==> config.mk <==
export PLATFORM = sky130hd
export DESIGN_NAME = addr_gen_multi_flat
export DESIGN_NICKNAME = d
export VERILOG_FILES = /design/src/rtl/addr_gen_pkg.sv /design/src/rtl/addr_gen_if.sv /design/src/rtl/addr_gen_channel.sv /design/src/rtl/addr_gen_multi.sv /design/src/flat_wrapper.sv
export SDC_FILE = /design/constraint.sdc
export NUM_CORES = 1
export LEC_CHECK = 0
export CAP_MARGIN = 20
export CORE_MARGIN = 2
export CORE_UTILIZATION = 51
export CTS_CLUSTER_DIAMETER = 120
export DETAILED_ROUTE_END_ITERATION = 16
export MAX_ROUTING_LAYER = met4
export PLACE_DENSITY = 0.73
export SETUP_SLACK_MARGIN = 0.2
export SLEW_MARGIN = 40
export SYNTH_ARGS = -nofsm -noshare
export SYNTH_HDL_FRONTEND = slang
export SYNTH_SLANG_ARGS = --single-unit
==> constraint.sdc <==
create_clock -name clk -period 3.7 [get_ports clk]
set_input_delay 0.74 -clock clk [delete_from_list [all_inputs] [get_ports clk]]
set_output_delay 0.74 -clock clk [all_outputs]
set_load 0.02 [all_outputs]
==> src/rtl/addr_gen_pkg.sv <==
// -----------------------------------------------------------------------------
// addr_gen_pkg
// Shared types and default constants for the multi-channel 2-D address
// generator (addr_gen_multi and its addr_gen_channel sub-module).
//   ch_state_t  : per-channel life cycle (unloaded / walking / finished)
//   DEF_*       : default parameter values
//   sel_width() : selector width for a given channel count (minimum 1 bit)
// -----------------------------------------------------------------------------
package addr_gen_pkg;

    typedef enum logic [1:0] {
        CH_IDLE   = 2'd0,   // never loaded since reset
        CH_ACTIVE = 2'd1,   // walking its region, accepts steps
        CH_DONE   = 2'd2    // region exhausted or zero-sized
    } ch_state_t;

    localparam int DEF_ADDR_W = 7;
    localparam int DEF_CNT_W  = 5;
    localparam int DEF_NUM_CH = 3;

    // A single channel still needs a 1-bit selector so the port exists.
    function automatic int sel_width(input int n);
        return (n > 1) ? $clog2(n) : 1;
    endfunction

endpackage

==> src/rtl/addr_gen_if.sv <==
// -----------------------------------------------------------------------------
// addr_gen_if
// Step request / address response bundle of the address generator.
//   step, sel               : request one address from channel sel
//   addr, addr_ch, addr_valid : registered response, valid for one cycle
// Modports: master (requester) drives step/sel, slave (generator) drives
// the response.
// -----------------------------------------------------------------------------
interface addr_gen_if
    import addr_gen_pkg::*;
#(
    parameter int ADDR_W = DEF_ADDR_W,
    parameter int SEL_W  = sel_width(DEF_NUM_CH)
);
    logic              step;
    logic [SEL_W-1:0]  sel;
    logic [ADDR_W-1:0] addr;
    logic [SEL_W-1:0]  addr_ch;
    logic              addr_valid;

    modport master (
        output step, sel,
        input  addr, addr_ch, addr_valid
    );

    modport slave (
        input  step, sel,
        output addr, addr_ch, addr_valid
    );
endinterface

==> src/rtl/addr_gen_channel.sv <==
// -----------------------------------------------------------------------------
// addr_gen_channel
// One channel of the 2-D address generator: latched configuration, row base,
// column/row counters, life-cycle state and the address adder.
// Ports:
//   clk, rst_n       : clock, asynchronous active-low reset
//   load             : latch cfg_* and rewind (highest priority after reset)
//   cfg_base/cols/rows/stride : configuration for this channel
//   restart          : rewind to the latched base (ignored while unloaded)
//   step_req         : step addressed to this channel, already free of load
//   fire             : step accepted this cycle (combinational)
//   beat_addr        : row_base + col_cnt for the current beat (combinational)
//   beat_carry       : adder carry-out (only with ADDR_GEN_BOUNDS_CHECK_EN)
//   done             : channel is in CH_DONE (registered)
// Macro: ADDR_GEN_BOUNDS_CHECK_EN widens the adder by one bit to expose carry.
// -----------------------------------------------------------------------------
module addr_gen_channel
    import addr_gen_pkg::*;
#(
    parameter int ADDR_W = DEF_ADDR_W,
    parameter int CNT_W  = DEF_CNT_W
) (
    input  logic              clk,
    input  logic              rst_n,
    input  logic              load,
    input  logic [ADDR_W-1:0] cfg_base,
    input  logic [CNT_W-1:0]  cfg_cols,
    input  logic [CNT_W-1:0]  cfg_rows,
    input  logic [ADDR_W-1:0] cfg_stride,
    input  logic              restart,
    input  logic              step_req,
    output logic              fire,
    output logic [ADDR_W-1:0] beat_addr,
    output logic              beat_carry,
    output logic              done
);

    ch_state_t         state_q,    state_d;
    logic [ADDR_W-1:0] base_q,     base_d;
    logic [CNT_W-1:0]  cols_q,     cols_d;
    logic [CNT_W-1:0]  rows_q,     rows_d;
    logic [ADDR_W-1:0] stride_q,   stride_d;
    logic [ADDR_W-1:0] row_base_q, row_base_d;
    logic [CNT_W-1:0]  col_cnt_q,  col_cnt_d;
    logic [CNT_W-1:0]  row_cnt_q,  row_cnt_d;

    always_comb begin
        // NOTE: every always_comb output gets a default first so no path
        // leaves it unassigned, which would infer a latch.
        state_d    = state_q;
        base_d     = base_q;
        cols_d     = cols_q;
        rows_d     = rows_q;
        stride_d   = stride_q;
        row_base_d = row_base_q;
        col_cnt_d  = col_cnt_q;
        row_cnt_d  = row_cnt_q;
        fire       = 1'b0;

        if (load) begin
            base_d     = cfg_base;
            cols_d     = cfg_cols;
            rows_d     = cfg_rows;
            stride_d   = cfg_stride;
            row_base_d = cfg_base;
            col_cnt_d  = '0;
            row_cnt_d  = '0;
            state_d    = (cfg_cols == '0 || cfg_rows == '0) ? CH_DONE : CH_ACTIVE;
        end else if (restart && state_q != CH_IDLE) begin
            row_base_d = base_q;
            col_cnt_d  = '0;
            row_cnt_d  = '0;
            state_d    = (cols_q == '0 || rows_q == '0) ? CH_DONE : CH_ACTIVE;
        end else if (step_req && state_q == CH_ACTIVE) begin
            fire = 1'b1;
            // CH_ACTIVE guarantees cols/rows >= 1, so the -1 cannot underflow.
            if (col_cnt_q == cols_q - CNT_W'(1)) begin
                col_cnt_d  = '0;
                row_base_d = row_base_q + stride_q;
                row_cnt_d  = row_cnt_q + CNT_W'(1);
                if (row_cnt_q == rows_q - CNT_W'(1)) begin
                    state_d = CH_DONE;
                end
            end else begin
                col_cnt_d = col_cnt_q + CNT_W'(1);
            end
        end
    end

    // NOTE: sequential state uses non-blocking assignments so every flop
    // samples the pre-edge value of its neighbours.
    always_ff @(posedge clk or negedge rst_n) begin
        if (!rst_n) begin
            state_q    <= CH_IDLE;
            base_q     <= '0;
            cols_q     <= '0;
            rows_q     <= '0;
            stride_q   <= '0;
            row_base_q <= '0;
            col_cnt_q  <= '0;
            row_cnt_q  <= '0;
        end else begin
            state_q    <= state_d;
            base_q     <= base_d;
            cols_q     <= cols_d;
            rows_q     <= rows_d;
            stride_q   <= stride_d;
            row_base_q <= row_base_d;
            col_cnt_q  <= col_cnt_d;
            row_cnt_q  <= row_cnt_d;
        end
    end

`ifdef ADDR_GEN_BOUNDS_CHECK_EN
    localparam int SUM_W = ADDR_W + 1;
    logic [SUM_W-1:0] sum_ext;
    assign sum_ext    = {1'b0, row_base_q} + SUM_W'(col_cnt_q);
    assign beat_addr  = sum_ext[ADDR_W-1:0];
    assign beat_carry = sum_ext[ADDR_W];
`else
    // Plain modulo-2^ADDR_W wrap; no overflow detection.
    assign beat_addr  = row_base_q + ADDR_W'(col_cnt_q);
    assign beat_carry = 1'b0;
`endif

    assign done = (state_q == CH_DONE);

endmodule

==> src/rtl/addr_gen_multi.sv <==
// -----------------------------------------------------------------------------
// addr_gen_multi
// Multi-channel 2-D address generator. Each channel walks cols x rows
// addresses with a per-row stride; one channel is stepped per cycle via sel
// and the chosen address is registered with one cycle of latency.
// Ports:
//   clk, rst_n   : clock, asynchronous active-low reset
//   load         : latch cfg_* into every channel, clears err
//   cfg_base     : NUM_CH*ADDR_W first address per channel (ch0 in LSBs)
//   cfg_cols     : NUM_CH*CNT_W  addresses per row
//   cfg_rows     : NUM_CH*CNT_W  row count
//   cfg_stride   : NUM_CH*ADDR_W row-base increment
//   ch_restart   : NUM_CH per-channel rewind to latched base
//   bus (slave)  : step/sel request, addr/addr_ch/addr_valid response
//   done         : NUM_CH per-channel completion level
//   all_done     : AND of done
//   err          : sticky address overflow
// Macro: ADDR_GEN_BOUNDS_CHECK_EN - when defined, beats whose address carries
// out of ADDR_W bits are suppressed and set err; otherwise addresses wrap and
// err is tied low.
// -----------------------------------------------------------------------------
module addr_gen_multi
    import addr_gen_pkg::*;
#(
    parameter int ADDR_W = DEF_ADDR_W,
    parameter int CNT_W  = DEF_CNT_W,
    parameter int NUM_CH = DEF_NUM_CH,
    parameter int SEL_W  = sel_width(NUM_CH)
) (
    input  logic                     clk,
    input  logic                     rst_n,
    input  logic                     load,
    input  logic [NUM_CH*ADDR_W-1:0] cfg_base,
    input  logic [NUM_CH*CNT_W-1:0]  cfg_cols,
    input  logic [NUM_CH*CNT_W-1:0]  cfg_rows,
    input  logic [NUM_CH*ADDR_W-1:0] cfg_stride,
    input  logic [NUM_CH-1:0]        ch_restart,
    addr_gen_if.slave                bus,
    output logic [NUM_CH-1:0]        done,
    output logic                     all_done,
    output logic                     err
);

    logic [NUM_CH-1:0] step_req;
    logic [NUM_CH-1:0] fire;
    logic [NUM_CH-1:0] beat_carry;
    logic [ADDR_W-1:0] beat_addr [NUM_CH];

    for (genvar i = 0; i < NUM_CH; i++) begin : g_ch
        // Out-of-range sel matches no channel, so it is dropped here.
        // load beats any step; restart blocking is handled in the channel.
        assign step_req[i] = bus.step && !load && (bus.sel == SEL_W'(i));

        addr_gen_channel #(
            .ADDR_W (ADDR_W),
            .CNT_W  (CNT_W)
        ) u_ch (
            .clk        (clk),
            .rst_n      (rst_n),
            .load       (load),
            .cfg_base   (cfg_base[i*ADDR_W +: ADDR_W]),
            .cfg_cols   (cfg_cols[i*CNT_W +: CNT_W]),
            .cfg_rows   (cfg_rows[i*CNT_W +: CNT_W]),
            .cfg_stride (cfg_stride[i*ADDR_W +: ADDR_W]),
            .restart    (ch_restart[i]),
            .step_req   (step_req[i]),
            .fire       (fire[i]),
            .beat_addr  (beat_addr[i]),
            .beat_carry (beat_carry[i]),
            .done       (done[i])
        );
    end

    logic [ADDR_W-1:0] addr_q,       addr_d;
    logic [SEL_W-1:0]  addr_ch_q,    addr_ch_d;
    logic              addr_valid_q, addr_valid_d;
    logic              carry_hit;

    // At most one channel fires per cycle because step_req is decoded from sel.
    always_comb begin
        addr_d       = addr_q;
        addr_ch_d    = addr_ch_q;
        addr_valid_d = 1'b0;
        carry_hit    = 1'b0;
        for (int i = 0; i < NUM_CH; i++) begin
            if (fire[i]) begin
                addr_d       = beat_addr[i];
                addr_ch_d    = SEL_W'(i);
                addr_valid_d = !beat_carry[i];
                carry_hit    = beat_carry[i];
            end
        end
    end

    always_ff @(posedge clk or negedge rst_n) begin
        if (!rst_n) begin
            addr_q       <= '0;
            addr_ch_q    <= '0;
            addr_valid_q <= 1'b0;
        end else begin
            addr_q       <= addr_d;
            addr_ch_q    <= addr_ch_d;
            addr_valid_q <= addr_valid_d;
        end
    end

`ifdef ADDR_GEN_BOUNDS_CHECK_EN
    logic err_q, err_d;

    always_comb begin
        err_d = err_q;
        if (load) begin
            err_d = 1'b0;
        end else if (carry_hit) begin
            err_d = 1'b1;
        end
    end

    always_ff @(posedge clk or negedge rst_n) begin
        if (!rst_n) begin
            err_q <= 1'b0;
        end else begin
            err_q <= err_d;
        end
    end

    assign err = err_q;
`else
    // Without bounds checking carry_hit is constant low; err is tied off.
    assign err = 1'b0;
`endif

    assign bus.addr       = addr_q;
    assign bus.addr_ch    = addr_ch_q;
    assign bus.addr_valid = addr_valid_q;
    assign all_done       = &done;

endmodule

==> src/flat_wrapper.sv <==
// flat-port wrapper written by rule: the top's interface ports become plain ports
module addr_gen_multi_flat import addr_gen_pkg::*;
#(
    parameter int ADDR_W = DEF_ADDR_W,
    parameter int CNT_W  = DEF_CNT_W,
    parameter int NUM_CH = DEF_NUM_CH,
    parameter int SEL_W  = sel_width(NUM_CH)
)
  (clk, rst_n, load, cfg_base, cfg_cols, cfg_rows, cfg_stride, ch_restart, done, all_done, err, bus_step, bus_sel, bus_addr, bus_addr_ch, bus_addr_valid);
  addr_gen_if #(.ADDR_W(ADDR_W), .SEL_W(SEL_W)) bus_i ();
  input  logic clk;
  input  logic rst_n;
  input  logic load;
  input  logic [NUM_CH*ADDR_W-1:0] cfg_base;
  input  logic [NUM_CH*CNT_W-1:0] cfg_cols;
  input  logic [NUM_CH*CNT_W-1:0] cfg_rows;
  input  logic [NUM_CH*ADDR_W-1:0] cfg_stride;
  input  logic [NUM_CH-1:0] ch_restart;
  output logic [NUM_CH-1:0] done;
  output logic all_done;
  output logic err;
  input wire logic [$bits(bus_i.step)-1:0] bus_step;
  input wire logic [$bits(bus_i.sel)-1:0] bus_sel;
  output wire logic [$bits(bus_i.addr)-1:0] bus_addr;
  output wire logic [$bits(bus_i.addr_ch)-1:0] bus_addr_ch;
  output wire logic [$bits(bus_i.addr_valid)-1:0] bus_addr_valid;
  assign bus_i.step = bus_step;
  assign bus_i.sel = bus_sel;
  assign bus_addr = bus_i.addr;
  assign bus_addr_ch = bus_i.addr_ch;
  assign bus_addr_valid = bus_i.addr_valid;
  addr_gen_multi #(.ADDR_W(ADDR_W), .CNT_W(CNT_W), .NUM_CH(NUM_CH), .SEL_W(SEL_W)) u_core (.clk(clk), .rst_n(rst_n), .load(load), .cfg_base(cfg_base), .cfg_cols(cfg_cols), .cfg_rows(cfg_rows), .cfg_stride(cfg_stride), .ch_restart(ch_restart), .bus(bus_i), .done(done), .all_done(all_done), .err(err));
endmodule
==> run summary, run 1 <==
The run finished with clean final reports. The actual transition at the worst max-transition pin was 0.7377 ns; the synthesized area per cell was 10.07 um^2. The total grt overflow was 0; the sequential share of power was 0.385.

The synthesized design spends more area on one cell type than any other, namely dfrtp_1. The clock latency on the worst-skew pair was 0.43 ns. The logs give 14.05 mm for the HPWL after detailed placement and 0 for the max-slew violation count.

Among all cell types in the netlist, the one instantiated most often is dfrtp_1. The floorplan has 47 rows. The initial cell density of the core was 0.5190; the average detailed-routed wire length per instance was 16.61 um. TritonCTS built the clock tree. The logs give 0.9873 ns for the post-layout worst setup margin and 368.6 MHz for the achievable frequency. For the largest net degree at the start of global routing, the log shows 75. The die covers 17,810 um^2.

The tools report the number of global-route vias before repair as 6,428. The overall routing resource usage is 0.2357, and the count of buffers added by post-CTS timing repair for setup is 0. The tools report the clock tree root driver cell as clkbuf_16.

The number of nets still failing antenna checks after routing was 0. The critical path is of the reg2out type. The leakage power figure is 0.004498 uW, and the height of the die is 133.4 um. Number of gates given a new drive strength after cts: 0. For the number of remaining DRC errors, the log shows 0.

For the hold-fix buffer count after cts, the log shows 0. Yosys mapped a number of flops with a built-in enable equal to 0. The clock edge transition at the registers on the reported setup and hold paths was 0.06 ns.

The longest clock path from root to sink contains 2 buffers. The post-route clock period utilization was 0.7332. The first TritonRoute pass finished after 5 iterations. The run gives 16,470 um^2 as the core area. The run gives 0.260 as the combinational fraction of design power. In this run the cell area of the synthesized design comes to 8546 um^2. Prior to clock tree synthesis, the placed netlist has a worst setup slack of 0.6497 ns.

Portion of synthesized cell area occupied by the leading cell type: 0.4070. The net count of the finished layout is 1,065. Data arrives at the worst endpoint at 1.97 ns.

The layout has 1,363 filler cells. During synthesis, Yosys emitted a total of 0 warnings. Hold is met by 0.3317 ns. Synthesis produced a netlist whose cell count is 849. The run gives 3496 uW as the cell-internal power. The clock sink count is 139. Using the TritonRoute via totals, the vias-per-cell ratio works out to 5.722.

Setup TNS after final layout: 0 ns. The wire length of the first global-routing pass was 32.50 mm. Switching component of the power: 1503 uW. The power per unit of standard cell area is 486.8 nW/um^2, and the critical path data required time is 2.96 ns. The min-delay analysis places its worst path in the category in2async. For the total routed wirelength, the log shows 19.39 mm.

In the post-synthesis netlist, the biggest area contributors are dfrtp_1 (41%), ha_1 (6.6%), mux2_2 (6.1%). The net count of the mapped netlist was 981; the proportion of layout cells with a drive suffix above 1 was 0.1195. The relative area change from synthesis to final layout is 20.15%. The logs give 4 for the H-tree depth reported by CTS and 0 for the total of max-cap violations. The worst setup path is captured at a primary output.

The count of boundary I/O pins was 96; the power share of the clock group was 0.355. The async set-reset flop share out of synthesis was 1.000; the net switching fraction of the power was 0.3006. In this run, the number of DRC markers left after iteration 0 of detailed routing was 508. The chip width is 133.4 um. Detailed-route via count: 6,678. The synthesized design contains 139 register bits. The number of clock buffers added by TritonCTS is 17.

The sequential-to-total area share from yosys stat was 0.4070. The category of the worst setup path launch point was a flip-flop. Setup repair after global routing left no endpoint under its margin. IR analysis of the VDD net gives a maximum drop of 382.4 uV.

During placement, the flow inserted port buffers numbering 94. Among all flip-flop cells after synthesis, the most frequent one is dfrtp_1. The largest fanout of any net on the critical path is 5, and the count of final setup violators is 0. The commonest cells after synthesis are dfrtp_1 (139), nand2_1 (69), o21ai_0 (55).

For the number of distinct library cells after synthesis, the log shows 81. The tools report the final weighted congestion of routability-driven global placement as 0.8218. The initial antenna violation count was 1; the tightest slew margin relative to the limit was 0.5030. The run gives 0 as the final hold violation count. The worst-case clock skew was 0.01012 ns; the shortest clock period the worst path allows after layout was 2.713 ns.
worst paths after layout:
kind | start | end | slack (ns) | depth (start not counted)
worst max register to register | u_core.g_ch[0].u_ch.cols_q[0]$_DFFE_PN0P_ | u_core.g_ch[0].u_ch.row_base_q[3]$_DFFE_PN0P_ | 1.06 | 7
worst min register to register | u_core.g_ch[1].u_ch.base_q[6]$_DFFE_PN0P_ | u_core.g_ch[1].u_ch.base_q[6]$_DFFE_PN0P_ | 0.47 | 2
worst max-delay path | u_core.g_ch[2].u_ch.state_q[1]$_DFFE_PN0P_ | all_done | 0.99 | 3
max in group asynchronous | rst_n | u_core.bus.addr[3]$_DFFE_PN0P_ | 2.63 | 2
min in group clk | u_core.g_ch[1].u_ch.base_q[6]$_DFFE_PN0P_ | u_core.g_ch[1].u_ch.base_q[6]$_DFFE_PN0P_ | 0.47 | 2
worst min-delay path | rst_n | u_core.g_ch[0].u_ch.base_q[4]$_DFFE_PN0P_ | 0.33 | 1
registers in the layout, indices dropped and copies added (netlist names), 6 cells and up:
name,count
u_core.g_ch.u_ch.cols_q,15
u_core.bus.addr,7
u_core.g_ch.u_ch.base_q,21
u_core.g_ch.u_ch.state_q,6
u_core.g_ch.u_ch.row_cnt_q,15
u_core.g_ch.u_ch.stride_q,21
u_core.g_ch.u_ch.col_cnt_q,15
u_core.g_ch.u_ch.row_base_q,21
u_core.g_ch.u_ch.rows_q,15
area by class of cell:
cell class,count,area (um^2),share of cell area
Antenna cell,1,2.502,0.0002437
Clock buffer,26,509.2,0.04960
Clock inverter,6,107.6,0.01048
Inverter,38,142.6,0.01389
Multi-Input combinational cell,633,4725,0.4602
Sequential cell,139,3478,0.3388
Tap cell,220,275.3,0.02681
Timing Repair Buffer,104,1027,0.1000
cells by family after synthesis:
group | after synthesis | share of synthesized area
AO/OA/AOI/OAI | 207 | 0.1640
buffers and inverters | 77 | 0.04129
multiplexers | 68 | 0.08946
other | 1 | 0.0004388
flip-flops | 139 | 0.4070
XOR/XNOR | 66 | 0.06764
adder cells (fa/ha/maj) | 51 | 0.07994
AND/OR/NAND/NOR | 240 | 0.1502
placed cells by master, fill, tap and decap left out, types with 12 or more instances in the layout:
cell and count:
a211oi_1 13, xor2_1 31, inv_1 37, dfrtp_1 139, mux2_2 46, a21oi_1 42
clkbuf_16 17, clkdlybuf4s50_1 92, o21ai_0 55, nand2b_1 12, nor3_1 16, nand3_1 16
nor2_1 51, a21o_1 16, ha_1 45, xnor2_1 35, nand2_1 69, mux2i_1 13
routing by layer:
| metal | share of wire | vias up | routed length [um] | global-route usage |
|---|---|---|---|---|
| met5 | 0 | - | 0 | - |
| met4 | 0.015 | 0 | 297 | 0.06324 |
| met3 | 0.043 | 24 | 842 | 0.04528 |
| met2 | 0.48 | 149 | 9254 | 0.3657 |
| met1 | 0.46 | 3246 | 8993 | 0.3192 |
| li1 | - | 3259 | - | - |
through the flow:
stage | util | cells | area (um^2) | total power (uW)
2_1_floorplan | - | 849 | 8546 | 2761
3_3_place_gp | 0.5857 | 1134 | 9644 | 3198
3_5_place_dp | 0.5859 | 1134 | 9648 | 3228
4_1_cts | 0.6234 | 1166 | 10260 | 5029
5_1_grt | 0.6236 | 1167 | 10270 | 5261
6_report | 0.6236 | 1167 | 10270 | 4998
power groups by stage:
stage	Sequential [uW]	Clock (uW)	Combinational (uW)
4_1_cts	1920	1800	1300
5_1_grt	1950	1870	1440
2_1_floorplan	1920	0	844
3_3_place_gp	1940	0	1260
3_5_place_dp	1940	0	1290
6_report	1920	1780	1300
critical path, stage by stage, from the launching register on:
cell	delay, ns
dfrtp_1	0.44
nor2b_1	0.31
and3_1	0.20
clkdlybuf4s50_1	0.59
No activity file was read; power rests on OpenSTA's default activity.
==> inputs of run 2 (changes only) <==
Clock period 3.7 ns to 2.6 ns, I/O delays scaled along.
==> run 2 against run 1 <==
Total power is 43% higher. Combinational power is 51% higher. Cell area is 3.5% higher. First-iteration DRC count is 27% lower. Clock power is 38% higher. Clock skew hardly changed. Largest cell class unchanged. Largest power group unchanged.
==> run summary, run 2 (synthesis gave the netlist of run 1 again) <==
The worst setup slack before clock tree synthesis is -0.07006 ns (was 0.6497 ns), and the mean number of vias per cell is 5.635 (was 5.722). The tools report the category of the worst setup path launch point as a flip-flop (unchanged). The run gives 4 (unchanged) as the H-tree depth reported by CTS.

The capture instance of the worst register-to-register path is u_core.g_ch[2].u_ch.row_base_q[0]$_DFFE_PN0P_ (was u_core.g_ch[0].u_ch.row_base_q[3]$_DFFE_PN0P_). Commonest cells after routing, fill and taps aside: dfrtp_1 (139), clkdlybuf4s50_1 (91), nand2_1 (69), o21ai_0 (55), nor2_1 (51) (was dfrtp_1 (139), clkdlybuf4s50_1 (92), nand2_1 (69), o21ai_0 (55), nor2_1 (51)). Top metal layer carrying routed signals: met4 (unchanged). The run gives 9.373 mm (was 9.254 mm) as the sum of met2 wire segment lengths after detailed routing. The initial antenna violation count came out at 1 (unchanged). Setup repair after global routing left no endpoint under its margin. The flow ran to the end, and the final reports show no timing, DRC or antenna violations.

The final hold violation count was 0 (unchanged). The routed length on met1 is 9.018 mm (was 8.993 mm), and the actual transition at the worst max-transition pin is 0.6618 ns (was 0.7377 ns). For the total of max-cap violations, the log shows 0 (unchanged). The post-route clock period utilization was 0.8856.

The worst-case clock skew was 0.009842 ns (was 0.01012 ns). The type of the worst min-delay path was in2async (unchanged). The average detailed-routed wire length per instance came out at 16.36 um (was 16.61 um). The logs give 2.90 ns (was 2.96 ns) for the critical path data required time and 2 (unchanged) for the maximum buffer depth of the clock tree. The wire length of the first global-routing pass was 33.40 mm (was 32.50 mm); the power per unit of standard cell area was 671.1 nW/um^2 (was 486.8 nW/um^2). For the number of nets still failing antenna checks after routing, the log shows 0 (unchanged). Cell-by-cell trace of the critical path: inv_1 > ha_2 > o21ba_1 > a221o_1 > a2111oi_4 > nand2b_4 > mux2_4 (was nor2b_1 > and3_1 > clkdlybuf4s50_1). The proportion of layout cells with a drive suffix above 1 was 0.1609 (was 0.1195).

The clock edge transition at the registers on the reported setup and hold paths was 0.06 ns (about the same); the full die area was 17,810 um^2 (unchanged). The kind of end point of the critical path was a flip-flop (was a primary output). For the iteration-0 DRC count of the detailed router, the log shows 371 (was 508). The startpoint of the worst register-to-register path was u_core.g_ch[2].u_ch.cols_q[0]$_DFFE_PN0P_ (was u_core.g_ch[0].u_ch.cols_q[0]$_DFFE_PN0P_). For the count of final setup violators, the log shows 0 (unchanged). The clock tree root driver cell was clkbuf_16 (unchanged). Logic depth of the worst register-to-register path: 7 (unchanged).

The clock latency on the worst-skew pair is 0.42 ns (was 0.43 ns). The delay of the slowest critical-path stage is 0.40 ns (was 0.59 ns). The end point of the critical path is u_core.g_ch[2].u_ch.row_base_q[0]$_DFFE_PN0P_ (was all_done).

Largest net degree at the start of global routing: 61 (was 75). The logs give 0.04038 ns (was 0.3317 ns) for the worst hold slack and 0 (unchanged) for the max-slew violation count. The count of port buffers added during placement was 94 (unchanged). The run gives 967 um (was 842 um) as the detailed-routed wire length on met3. The run gives 0 (unchanged) as the total grt overflow. The number of inserted filler cells in the final layout was 1,375 (was 1,363). Largest registers in the final layout: u_core.g_ch.u_ch.base_q: 21 flops, u_core.g_ch.u_ch.row_base_q: 21 flops, u_core.g_ch.u_ch.stride_q: 21 flops (unchanged). The logs give 0.2975 ns (was 0.9873 ns) for the post-layout worst setup margin and 0.2401 (was 0.2357) for the overall routing resource usage. The run gives 563.2 uV (was 382.4 uV) as the worst voltage drop across the vdd grid. The tools report the final weighted congestion of routability-driven global placement as 0.8460 (was 0.8218).

TritonCTS built the clock tree. Class of the most critical setup path: reg2reg (was reg2out). The run gives 0 ns (unchanged) as the setup TNS after final layout.

The logs give 1,162 (was 1,134) for the total instance count after detailed placement and 96 (unchanged) for the count of boundary I/O pins. The run gives 9867 um^2 (was 9648 um^2) as the placed instance area. The shortest clock period the worst path allows after layout works out to 2.303 ns.

The tools report the leakage power figure as 0.004677 uW (was 0.004498 uW). The filler-free cell count of the finished design was 1,203 (was 1,167). Cell at the slowest stage of the critical path: a2111oi_4 (was clkdlybuf4s50_1). For the number of remaining DRC errors, the log shows 0 (unchanged). The final-stage net count is 1,102 (was 1,065). The post-layout instance area was 10,630 um^2 (was 10,270 um^2); the number of buffers created by CTS was 17 (unchanged).

The logs give 6,864 (was 6,428) for the number of global-route vias before repair and 2.60 ns (was 1.97 ns) for the arrival time reported for the critical path endpoint. The largest fanout of any net on the critical path is 6 (was 5). Chip width: 133.4 um (unchanged).

For the total routed wirelength, the log shows 19.69 mm (was 19.39 mm). The core area is 16,470 um^2 (unchanged), and the HPWL after detailed placement is 14.40 mm (was 14.05 mm). Initial cell density of the core: 0.5190 (unchanged). The run gives 6,779 (was 6,678) as the detailed-route via count.

Clock sink count: 139 (unchanged). The number of iterations in the first detailed-routing pass is 5 (unchanged), and the relative area change from synthesis to final layout is 24.36% (was 20.15%). The reg2reg setup slack came out at 0.30 ns (was 1.06 ns).

The height of the die works out to 133.4 um (unchanged). The most common cell after layout, fill and taps aside was dfrtp_1 (unchanged). For the tightest slew margin relative to the limit, the log shows 0.5542 (was 0.5030).

The tools report the critical path launch point as u_core.g_ch[2].u_ch.cols_q[0]$_DFFE_PN0P_ (was u_core.g_ch[2].u_ch.state_q[1]$_DFFE_PN0P_). Timing would allow up to 434.3 MHz. The number of standard-cell rows in the floorplan came out at 47 (unchanged).
## run 2: power breakdown
group          total, uW  internal (uW)  switching [uW]  leakage, uW
Combinational       1960            974             981      0.00268
Sequential          2720           2430             286      0.00172
Clock               2460           1520             934     0.000274
Total               7130           4930            2200      0.00468
## run 2: per-layer routing
layer / GRT usage / vias up
met4: 0.06619 / 0
met1: 0.3076 / 3296
met2: 0.3860 / 137
li1: - / 3320
met3: 0.05441 / 26
met5: - / -
## run 2: worst min-delay path by stage
| stage | startpoint | end | slack (ns) |
|---|---|---|---|
| 2_1_floorplan | rst_n | u_core.bus.addr[0]$_DFFE_PN0P_ | 0.22 |
| 3_3_place_gp | u_core.g_ch[2].u_ch.base_q[6]$_DFFE_PN0P_ | u_core.g_ch[2].u_ch.base_q[6]$_DFFE_PN0P_ | 0.45 |
| 3_5_place_dp | u_core.g_ch[0].u_ch.base_q[6]$_DFFE_PN0P_ | u_core.g_ch[0].u_ch.base_q[6]$_DFFE_PN0P_ | 0.46 |
| 4_1_cts | rst_n | u_core.bus.addr[4]$_DFFE_PN0P_ | 0.05 |
| 5_1_grt | rst_n | u_core.g_ch[2].u_ch.cols_q[0]$_DFFE_PN0P_ | 0.06 |
| 6_report | rst_n | u_core.g_ch[2].u_ch.cols_q[0]$_DFFE_PN0P_ | 0.04 |
## run 2: per-stage QoR
step	power, uW	utilization
2_1_floorplan	3929	-
3_3_place_gp	4612	0.5992
3_5_place_dp	4651	0.5992
4_1_cts	7143	0.6380
5_1_grt	7526	0.6454
6_report	7132	0.6454
## run 2: critical path, delay by kind of cell, from the launching register on
kind	cells	cell delay, ns
AOI/OAI and AO/OA	3	0.96
DFF	1	0.38
muxes	1	0.30
and+or+nand+nor	1	0.25
adders and majority gates	1	0.21
buffers and inverters	1	0.07
## run 2: cell type report
type | count | area, um^2 | area share
well taps | 220 | 275.3 | 0.02590
diodes | 1 | 2.502 | 0.0002355
multi-input cells | 633 | 4805 | 0.4521
repair buffers | 141 | 1331 | 0.1253
flip-flops and latches | 139 | 3478 | 0.3273
inverters | 38 | 142.6 | 0.01342
clock buffers | 20 | 446.7 | 0.04203
clock inverters | 11 | 146.4 | 0.01377
## run 2: repair_timing
action                                  4_1_cts  5_1_grt
hold buffers                                  0        0
pin swaps                                     0        3
endpoints found under the setup margin       19       28
setup buffers                                 0        9
gates resized for setup                       9       11
